$ cat config.mk
export PLATFORM = sky130hd
export DESIGN_NAME = comb_lock_ctrl_flat
export DESIGN_NICKNAME = d
export VERILOG_FILES = /design/src/rtl/comb_lock_pkg.sv /design/src/rtl/comb_lock_ctrl_if.sv /design/src/rtl/comb_lockout_timer.sv /design/src/rtl/comb_lock_ctrl.sv /design/src/flat_wrapper.sv
export SDC_FILE = /design/constraint.sdc
export NUM_CORES = 1
export LEC_CHECK = 0
export BUFFER_PORTS_ARGS = -buffer_cell sky130_fd_sc_hd__buf_2
export CORE_UTILIZATION = 55
export DETAILED_ROUTE_END_ITERATION = 7
export PLACE_DENSITY = 0.83
export SYNTH_ARGS = -nofsm -noshare
export SYNTH_HDL_FRONTEND = slang
export SYNTH_SLANG_ARGS = --single-unit
$ cat constraint.sdc
create_clock -name Clock -period 2.5 [get_ports Clock]
set_input_delay 0.625 -clock Clock [delete_from_list [all_inputs] [get_ports Clock]]
set_output_delay 0.625 -clock Clock [all_outputs]
set_load 0.01 [all_outputs]
$ cat src/rtl/comb_lock_pkg.sv
// Shared types and width helpers for the combination-lock controller.
package comb_lock_pkg;

    typedef enum logic [1:0] {
        LOCKED   = 2'd0,
        UNLOCKED = 2'd1,
        LOCKOUT  = 2'd2
    } lock_state_e;

    localparam int unsigned DEF_DIGIT_W        = 1;
    localparam int unsigned DEF_DIGITS         = 4;
    localparam int unsigned DEF_MAX_TRIES      = 3;
    localparam int unsigned DEF_LOCKOUT_CYCLES = 1000;

    // Width able to hold 0..n inclusive.
    function automatic int unsigned cnt_w(input int unsigned n);
        return (n < 1) ? 1 : $clog2(n + 1);
    endfunction

    // Width able to hold 0..n-1 (at least one bit).
    function automatic int unsigned tmr_w(input int unsigned n);
        return (n < 2) ? 1 : $clog2(n);
    endfunction

endpackage

$ cat src/rtl/comb_lock_ctrl_if.sv
// Keypad-side strobes and lock/status outputs of the combination-lock controller.
interface comb_lock_ctrl_if
    import comb_lock_pkg::*;
#(
    parameter int unsigned DIGIT_W   = DEF_DIGIT_W,
    parameter int unsigned MAX_TRIES = DEF_MAX_TRIES
);
    localparam int unsigned AW = cnt_w(MAX_TRIES);

    logic [DIGIT_W-1:0] digit_in;
    logic               digit_valid;
    logic               enter;
    logic               set;
    logic               unlocked;
    logic               lockout;
    logic               fail_pulse;
    logic               set_done;
    logic [AW-1:0]      attempts_left;

    modport master (
        output digit_in, digit_valid, enter, set,
        input  unlocked, lockout, fail_pulse, set_done, attempts_left
    );

    modport slave (
        input  digit_in, digit_valid, enter, set,
        output unlocked, lockout, fail_pulse, set_done, attempts_left
    );

endinterface

$ cat src/rtl/comb_lockout_timer.sv
// Loadable down-counter that holds at zero; expired is high whenever the count is zero.
module comb_lockout_timer #(
    parameter int unsigned W = 10
) (
    input  logic         Clock,
    input  logic         Reset,
    input  logic         load,
    input  logic [W-1:0] value,
    output logic         expired
);
    logic [W-1:0] cnt;

    always_ff @(posedge Clock or posedge Reset) begin
        if (Reset) begin
            cnt <= '0;
        end else if (load) begin
            cnt <= value;
        end else if (cnt != '0) begin
            cnt <= cnt - 1'b1;
        end
    end

    assign expired = (cnt == '0);

endmodule

$ cat src/rtl/comb_lock_ctrl.sv
// Combination-lock controller: digit entry buffer, code check/change, failure count and lockout.
module comb_lock_ctrl
    import comb_lock_pkg::*;
#(
    parameter int unsigned DIGIT_W        = DEF_DIGIT_W,
    parameter int unsigned DIGITS         = DEF_DIGITS,
    parameter logic [DIGIT_W*DIGITS-1:0] RESET_CODE = (DIGIT_W*DIGITS)'(4'b0110),
    parameter int unsigned MAX_TRIES      = DEF_MAX_TRIES,
    parameter int unsigned LOCKOUT_CYCLES = DEF_LOCKOUT_CYCLES
) (
    input  logic             Clock,
    input  logic             Reset,
    comb_lock_ctrl_if.slave  bus
);
    localparam int unsigned CW   = DIGIT_W * DIGITS;
    localparam int unsigned CNTW = cnt_w(DIGITS);
    localparam int unsigned AW   = cnt_w(MAX_TRIES);
    localparam int unsigned TW   = tmr_w(LOCKOUT_CYCLES);

    localparam logic [CNTW-1:0] FULL_CNT  = CNTW'(DIGITS);
    localparam logic [AW-1:0]   MAX_F     = AW'(MAX_TRIES);
    localparam logic [TW-1:0]   TMR_START = TW'(LOCKOUT_CYCLES - 1);

    lock_state_e     state, state_n;
    logic [CW-1:0]   entry, entry_n;
    logic [CW-1:0]   code, code_n;
    logic [CNTW-1:0] cnt, cnt_n;
    logic [AW-1:0]   fail_cnt, fail_n;
    logic            fail_p, set_p, tmr_load, tmr_expired, full;

    logic            unlocked_q, lockout_q, fail_q, setd_q;
    logic [AW-1:0]   att_q;

    comb_lockout_timer #(.W(TW)) u_timer (
        .Clock   (Clock),
        .Reset   (Reset),
        .load    (tmr_load),
        .value   (TMR_START),
        .expired (tmr_expired)
    );

    assign full = (cnt == FULL_CNT);

    always_comb begin
        state_n  = state;
        entry_n  = entry;
        cnt_n    = cnt;
        code_n   = code;
        fail_n   = fail_cnt;
        fail_p   = 1'b0;
        set_p    = 1'b0;
        tmr_load = 1'b0;
        // enter/set always flush the entry; a digit only lands when no strobe outranks it
        unique case (state)
            LOCKED: begin
                if (bus.enter) begin
                    entry_n = '0;
                    cnt_n   = '0;
                    if (full && entry == code) begin
                        state_n = UNLOCKED;
                        fail_n  = '0;
                    end else begin
                        fail_p = 1'b1;
                        fail_n = fail_cnt + 1'b1;
                        if (fail_n == MAX_F) begin
                            state_n  = LOCKOUT;
                            tmr_load = 1'b1;
                        end
                    end
                end else if (bus.set) begin
                    entry_n = '0;
                    cnt_n   = '0;
                end else if (bus.digit_valid && !full) begin
                    entry_n = (entry << DIGIT_W) | CW'(bus.digit_in);
                    cnt_n   = cnt + 1'b1;
                end
            end
            UNLOCKED: begin
                if (bus.enter) begin
                    entry_n = '0;
                    cnt_n   = '0;
                    state_n = LOCKED;
                end else if (bus.set) begin
                    entry_n = '0;
                    cnt_n   = '0;
                    if (full) begin
                        code_n = entry;
                        set_p  = 1'b1;
                    end
                end else if (bus.digit_valid && !full) begin
                    entry_n = (entry << DIGIT_W) | CW'(bus.digit_in);
                    cnt_n   = cnt + 1'b1;
                end
            end
            LOCKOUT: begin
                if (tmr_expired) begin
                    state_n = LOCKED;
                    fail_n  = '0;
                end
            end
            default: state_n = LOCKED;
        endcase
    end

    always_ff @(posedge Clock or posedge Reset) begin
        if (Reset) begin
            state      <= LOCKED;
            entry      <= '0;
            cnt        <= '0;
            code       <= RESET_CODE;
            fail_cnt   <= '0;
            unlocked_q <= 1'b0;
            lockout_q  <= 1'b0;
            fail_q     <= 1'b0;
            setd_q     <= 1'b0;
            att_q      <= MAX_F;
        end else begin
            state      <= state_n;
            entry      <= entry_n;
            cnt        <= cnt_n;
            code       <= code_n;
            fail_cnt   <= fail_n;
            unlocked_q <= (state_n == UNLOCKED);
            lockout_q  <= (state_n == LOCKOUT);
            fail_q     <= fail_p;
            setd_q     <= set_p;
            att_q      <= MAX_F - fail_n;
        end
    end

    assign bus.unlocked      = unlocked_q;
    assign bus.lockout       = lockout_q;
    assign bus.fail_pulse    = fail_q;
    assign bus.set_done      = setd_q;
    assign bus.attempts_left = att_q;

endmodule
$ cat src/flat_wrapper.sv
// flat-port wrapper written by rule: the top's interface ports become plain ports
module comb_lock_ctrl_flat import comb_lock_pkg::*;
#(
    parameter int unsigned DIGIT_W        = DEF_DIGIT_W,
    parameter int unsigned DIGITS         = DEF_DIGITS,
    parameter logic [DIGIT_W*DIGITS-1:0] RESET_CODE = (DIGIT_W*DIGITS)'(4'b0110),
    parameter int unsigned MAX_TRIES      = DEF_MAX_TRIES,
    parameter int unsigned LOCKOUT_CYCLES = DEF_LOCKOUT_CYCLES
)
  (Clock, Reset, bus_digit_in, bus_digit_valid, bus_enter, bus_set, bus_unlocked, bus_lockout, bus_fail_pulse, bus_set_done, bus_attempts_left);
  comb_lock_ctrl_if #(.DIGIT_W(DIGIT_W), .MAX_TRIES(MAX_TRIES)) bus_i ();
  input  logic Clock;
  input  logic Reset;
  input wire logic [$bits(bus_i.digit_in)-1:0] bus_digit_in;
  input wire logic [$bits(bus_i.digit_valid)-1:0] bus_digit_valid;
  input wire logic [$bits(bus_i.enter)-1:0] bus_enter;
  input wire logic [$bits(bus_i.set)-1:0] bus_set;
  output wire logic [$bits(bus_i.unlocked)-1:0] bus_unlocked;
  output wire logic [$bits(bus_i.lockout)-1:0] bus_lockout;
  output wire logic [$bits(bus_i.fail_pulse)-1:0] bus_fail_pulse;
  output wire logic [$bits(bus_i.set_done)-1:0] bus_set_done;
  output wire logic [$bits(bus_i.attempts_left)-1:0] bus_attempts_left;
  assign bus_i.digit_in = bus_digit_in;
  assign bus_i.digit_valid = bus_digit_valid;
  assign bus_i.enter = bus_enter;
  assign bus_i.set = bus_set;
  assign bus_unlocked = bus_i.unlocked;
  assign bus_lockout = bus_i.lockout;
  assign bus_fail_pulse = bus_i.fail_pulse;
  assign bus_set_done = bus_i.set_done;
  assign bus_attempts_left = bus_i.attempts_left;
  comb_lock_ctrl #(.DIGIT_W(DIGIT_W), .DIGITS(DIGITS), .RESET_CODE(RESET_CODE), .MAX_TRIES(MAX_TRIES), .LOCKOUT_CYCLES(LOCKOUT_CYCLES)) u_core (.Clock(Clock), .Reset(Reset), .bus(bus_i));
endmodule
* Yosys cells after proc, flatten, opt, wreduce, memory -nomap -nowiden
Cells that the tools add are included.
Word-level totals: bits in registers 31, output and inout bits 6
Operators by class: $add $sub $neg 4, equality and inequality tests 7, muxes and demuxes 29, bitwise operators 2, reduce and logical (&&, ||, !) cells 11
Operators by type and width (number):
- two-way mux 10 bit | 2
- two-way mux 2 bit | 8
- two-way mux 4 bit | 3
- two-way mux 1 bit | 11
- zero test 10 bit | 1
- nonzero test 10 bit | 1
- subtractor 10 x 1 -> 10 bit (second input constant) | 1
- two-way mux 3 bit | 3
- equality test 2 bit (second input constant) | 3
- case mux 2 bit (3 select lines) | 1
- equality test 2 x 1 -> 1 bit (second input constant) | 2
- equality test 4 bit | 1
- bitwise OR 4 x 1 -> 4 bit | 1
- case mux 2 bit (2 select lines) | 1
- AND reduction 4 bit | 1
- adder 3 x 1 -> 3 bit (second input constant) | 1
- equality test 3 bit (second input constant) | 1
- nonzero test 3 bit | 1
- adder 2 x 1 -> 2 bit (second input constant) | 1
- logical AND 1 bit | 2
- zero test 2 bit | 1
- AND reduction 2 bit | 1
- nonzero test 2 bit | 1
- OR reduction 2 bit | 1
- 3 further kinds | 3

* Logic depth before layout (Yosys ltp)
depth in word-level cells 7, depth in mapped cells 7, gate-level depth less buffers 6

* Hierarchy
Synthesis repeated with hierarchy kept, for this count alone.
Unflattened totals: cell total of the unflattened synthesis 160, area total of the unflattened synthesis 1696.6 um^2
Modules (own cells, without submodules):
- comb_lock_ctrl | instances 1, cells each 84, area each 1003.5 um^2
- comb_lockout_timer | instances 1, cells each 76, area each 693.2 um^2

* Worst setup path after synthesis
Ideal clock, no wire load.
path kind reg2reg, start point reg u_core.u_timer.cnt[0], end point reg (tool-made name), data arrival time 1851 ps, data required time 2355 ps, setup slack 504 ps, cell stages (with the launch flop) 8, clock period less this slack 1996 ps, path through dfrtp_1 > inv_1 > ha_1 > or3b_1 > or4_1 > buf_2 > o211ai_2 > o31ai_1
RTL lines:
- start, declared | RTL line comb_lockout_timer.sv:11 | logic [W-1:0] cnt;
- start signal, assigned | RTL line comb_lockout_timer.sv:17 | cnt <= value;
- start signal, assigned | RTL line comb_lockout_timer.sv:19 | cnt <= cnt - 1'b1;

==> impl_metrics.env <==
export IMPL_status="completed"
export IMPL_rsz0062_at_grt="no"
export IMPL_antenna_found_initial=0
export IMPL_pin_count=12
export IMPL_criticalPathCategory="flip-flop to flip-flop"
export IMPL_clock_latency_ns=0.33
export IMPL_num_rows=18
export IMPL_synthMuxAreaShare_pct=4.58
export IMPL_core_mm2=0.00248
export IMPL_synthFlopType="dfrtp_1"
export IMPL_slew_viol_final=0
export IMPL_total_power_w=0.000850
export IMPL_die_area_mm2=0.00284
export IMPL_root_buffer="clkbuf_4"
export IMPL_synthesis_area_mm2=0.00145
export IMPL_arrival_ns=2.35
export IMPL_fillers=199
export IMPL_drt_iter0_markers=18
export IMPL_initial_core_util_pct=58.4
export IMPL_netlist_instances=132
export IMPL_cts_max_path_buffers=2
export IMPL_cts_setup_buffers=0
export IMPL_yosysSeqAreaShare_pct=53.9
export IMPL_drive_gt1_share_pct=23.4
export IMPL_synth_area_leader_cell="dfrtp_1"
export IMPL_synthTopCellsByCount="27 x dfrtp_1, 13 x nand2_1, 9 x nor2_1, 8 x inv_1"
export IMPL_wl_per_cell_um=14.0
export IMPL_synth_fp_nets=142
export IMPL_critPathRequiredTime_ns=2.69
export IMPL_grt_pass1_vias=979
export IMPL_placed_cell_area_mm2=0.00157
export IMPL_cellLeakagePower_nw=0.730
export IMPL_final_area_mm2=0.00164
export IMPL_yosys_cell_types_count=42
export IMPL_clock_skew_ns=0.00934
export IMPL_max_freq_mhz=463
export IMPL_ant_nets=0
export IMPL_synth_top_family_by_area="simple AND/OR/NAND/NOR gates"
export IMPL_cts_sinks=31
export IMPL_hpwl_um=1880
export IMPL_hold_violations=0
export IMPL_io_buffers=11
export IMPL_timing_hold_ws_ns=0.349
export IMPL_gp_congestion=0.747
export IMPL_max_slew_margin_rel_pct=49.1
export IMPL_end_kind="flip-flop"
export IMPL_areaGrowthSynthToFinish_pct=13.4
export IMPL_grt_pass1_wl_um=4170
export IMPL_power_density_mw_per_mm2=518
export IMPL_hold_class="input pin to asynchronous set/reset pin"
export IMPL_synth_area_leaders="dfrtp_1 47%, dfstp_2 7.3%, mux2_2 3.9%"
export IMPL_grt_usage_pct=21.7
export IMPL_antennaDiodeCount=0
export IMPL_synth_fa_ha_area_share_pct=3.46
export IMPL_synthXorXnorAreaFrac_pct=3.03
export IMPL_fin_crit_sh_pct=86.4
export IMPL_cts_repair_resized=0
export IMPL_grt_max_degree=32
export IMPL_cts_tree="built"
export IMPL_finalSetupViolCount=0
export IMPL_die_h_um=53.3
export IMPL_finalCriticalPeriod_ns=2.16
export IMPL_fin_tns_setup_ns=0
export IMPL_via_count=1057
export IMPL_crit_path_start_kind="flip-flop"
export IMPL_wl_um=2590
export IMPL_drc=0
export IMPL_synth_most_common_cell="dfrtp_1"
export IMPL_num_nets_final=163
export IMPL_vias_per_cell=5.74
export IMPL_ys_warn_count=0
export IMPL_synth_compound_area_share_pct=14.5
export IMPL_ys_ff_latch=31
export IMPL_synthSimpleGateAreaFrac_pct=17.5
export IMPL_cts_buffers=5
export IMPL_synthArstFlopShare_pct=100
export IMPL_maxCapViolations=0
export IMPL_die_x_um=53.3
export IMPL_hold_buffers=0
export IMPL_worst_pin_slew_ns=0.758
export IMPL_cts_max_level=2
export IMPL_clk_pin_slew_ns=0.10
export IMPL_crit_fanout=6
export IMPL_syn_area_per_cell_um2=11.0
export IMPL_first_pass_iters=4
export IMPL_overflow=0
export IMPL_synth_edff_count=0
export IMPL_synth_top_cell_area_share_pct=46.7
export IMPL_ir_worst_vdd_mv=0.455
metal layers:
| metal | vias up | global-route usage [%] | routed length, µm |
|---|---|---|---|
| met5 | - | 0 | 0 |
| met2 | 21 | 36.3 | 1340 |
| met3 | 5 | 8.33 | 118 |
| li1 | 519 | - | - |
| met1 | 512 | 24.4 | 1090 |
| met4 | 0 | 9.21 | 32 |
power by group:
part	total [W]	switching (W)	internal [W]
registers	0.000503	0.000000493	0.000502
logic	0.0000209	0.0000145	0.00000646
clock network	0.000326	0.000161	0.000165
critical path, stage by stage (launching register included):
cell      delay [ns]
dfrtp_1         0.41
inv_1           0.10
ha_1            0.18
or3b_1          0.40
or4_1           0.61
o211ai_2        0.23
o31ai_1         0.09
final cells by class:
class / instances / area, µm² / area share [%]
multi-input cells: 90 / 624 / 38.0
inverters: 8 / 30.0 / 1.83
clock buffers: 8 / 68.8 / 4.19
flip-flops and latches: 31 / 781 / 47.6
repair buffers: 17 / 100 / 6.10
well taps: 30 / 37.5 / 2.29
registers in the layout, summed over array words and instances, names as in the netlist, named ones only:
| signal | count |
|---|---|
| u_core.u_timer.cnt | 10 |
| u_core.code | 4 |
| u_core.entry | 4 |
| u_core.cnt | 3 |
| u_core.bus.attempts_left | 2 |
| u_core.state | 2 |
| u_core.bus.fail_pulse | 1 |
| u_core.bus.lockout | 1 |
| u_core.bus.set_done | 1 |
| u_core.bus.unlocked | 1 |
stage by stage:
step                cells  utilization, %  setup WS, ns
finish                184            66.3         0.341
detailed placement    176            63.5         0.357
global placement      176            63.5         0.431
CTS                   184            66.3         0.349
global route          184            66.3         0.223
floorplan             132               -         0.504
cells in the final DEF, fill, tap and decap left out, types with 5 or more instances in the layout:
cell type	n
a22o_1	5
clkbuf_4	5
nand3_1	5
inv_1	8
nand2b_1	5
nor2_1	9
buf_2	11
dfrtp_1	27
mux2_2	5
nand2_1	13
buf_4	6
final timing paths:
kind / endpoint / slack, ns / cells past startpoint / start
min reg2reg: u_core.code[3] / 0.54 / 1 / u_core.code[3]
min in group Clock: u_core.entry[0] / 0.52 / 2 / bus_digit_in
max reg2reg: flip-flop / 0.34 / 6 / u_core.u_timer.cnt[0]
max in group asynchronous: u_core.code[2] / 1.82 / 3 / Reset
max: flip-flop / 0.34 / 6 / u_core.u_timer.cnt[0]
min: u_core.u_timer.cnt[4] / 0.35 / 3 / Reset
logic make-up after synthesis:
family                   after synthesis
buffers and inverters                 11
flip-flops                            31
AND/OR/NAND/NOR                       48
multiplexers                           6
XOR/XNOR                               5
adder cells (fa/ha/maj)                4
AO/OA/AOI/OAI                         27
Power figures use the tool's default switching activity.
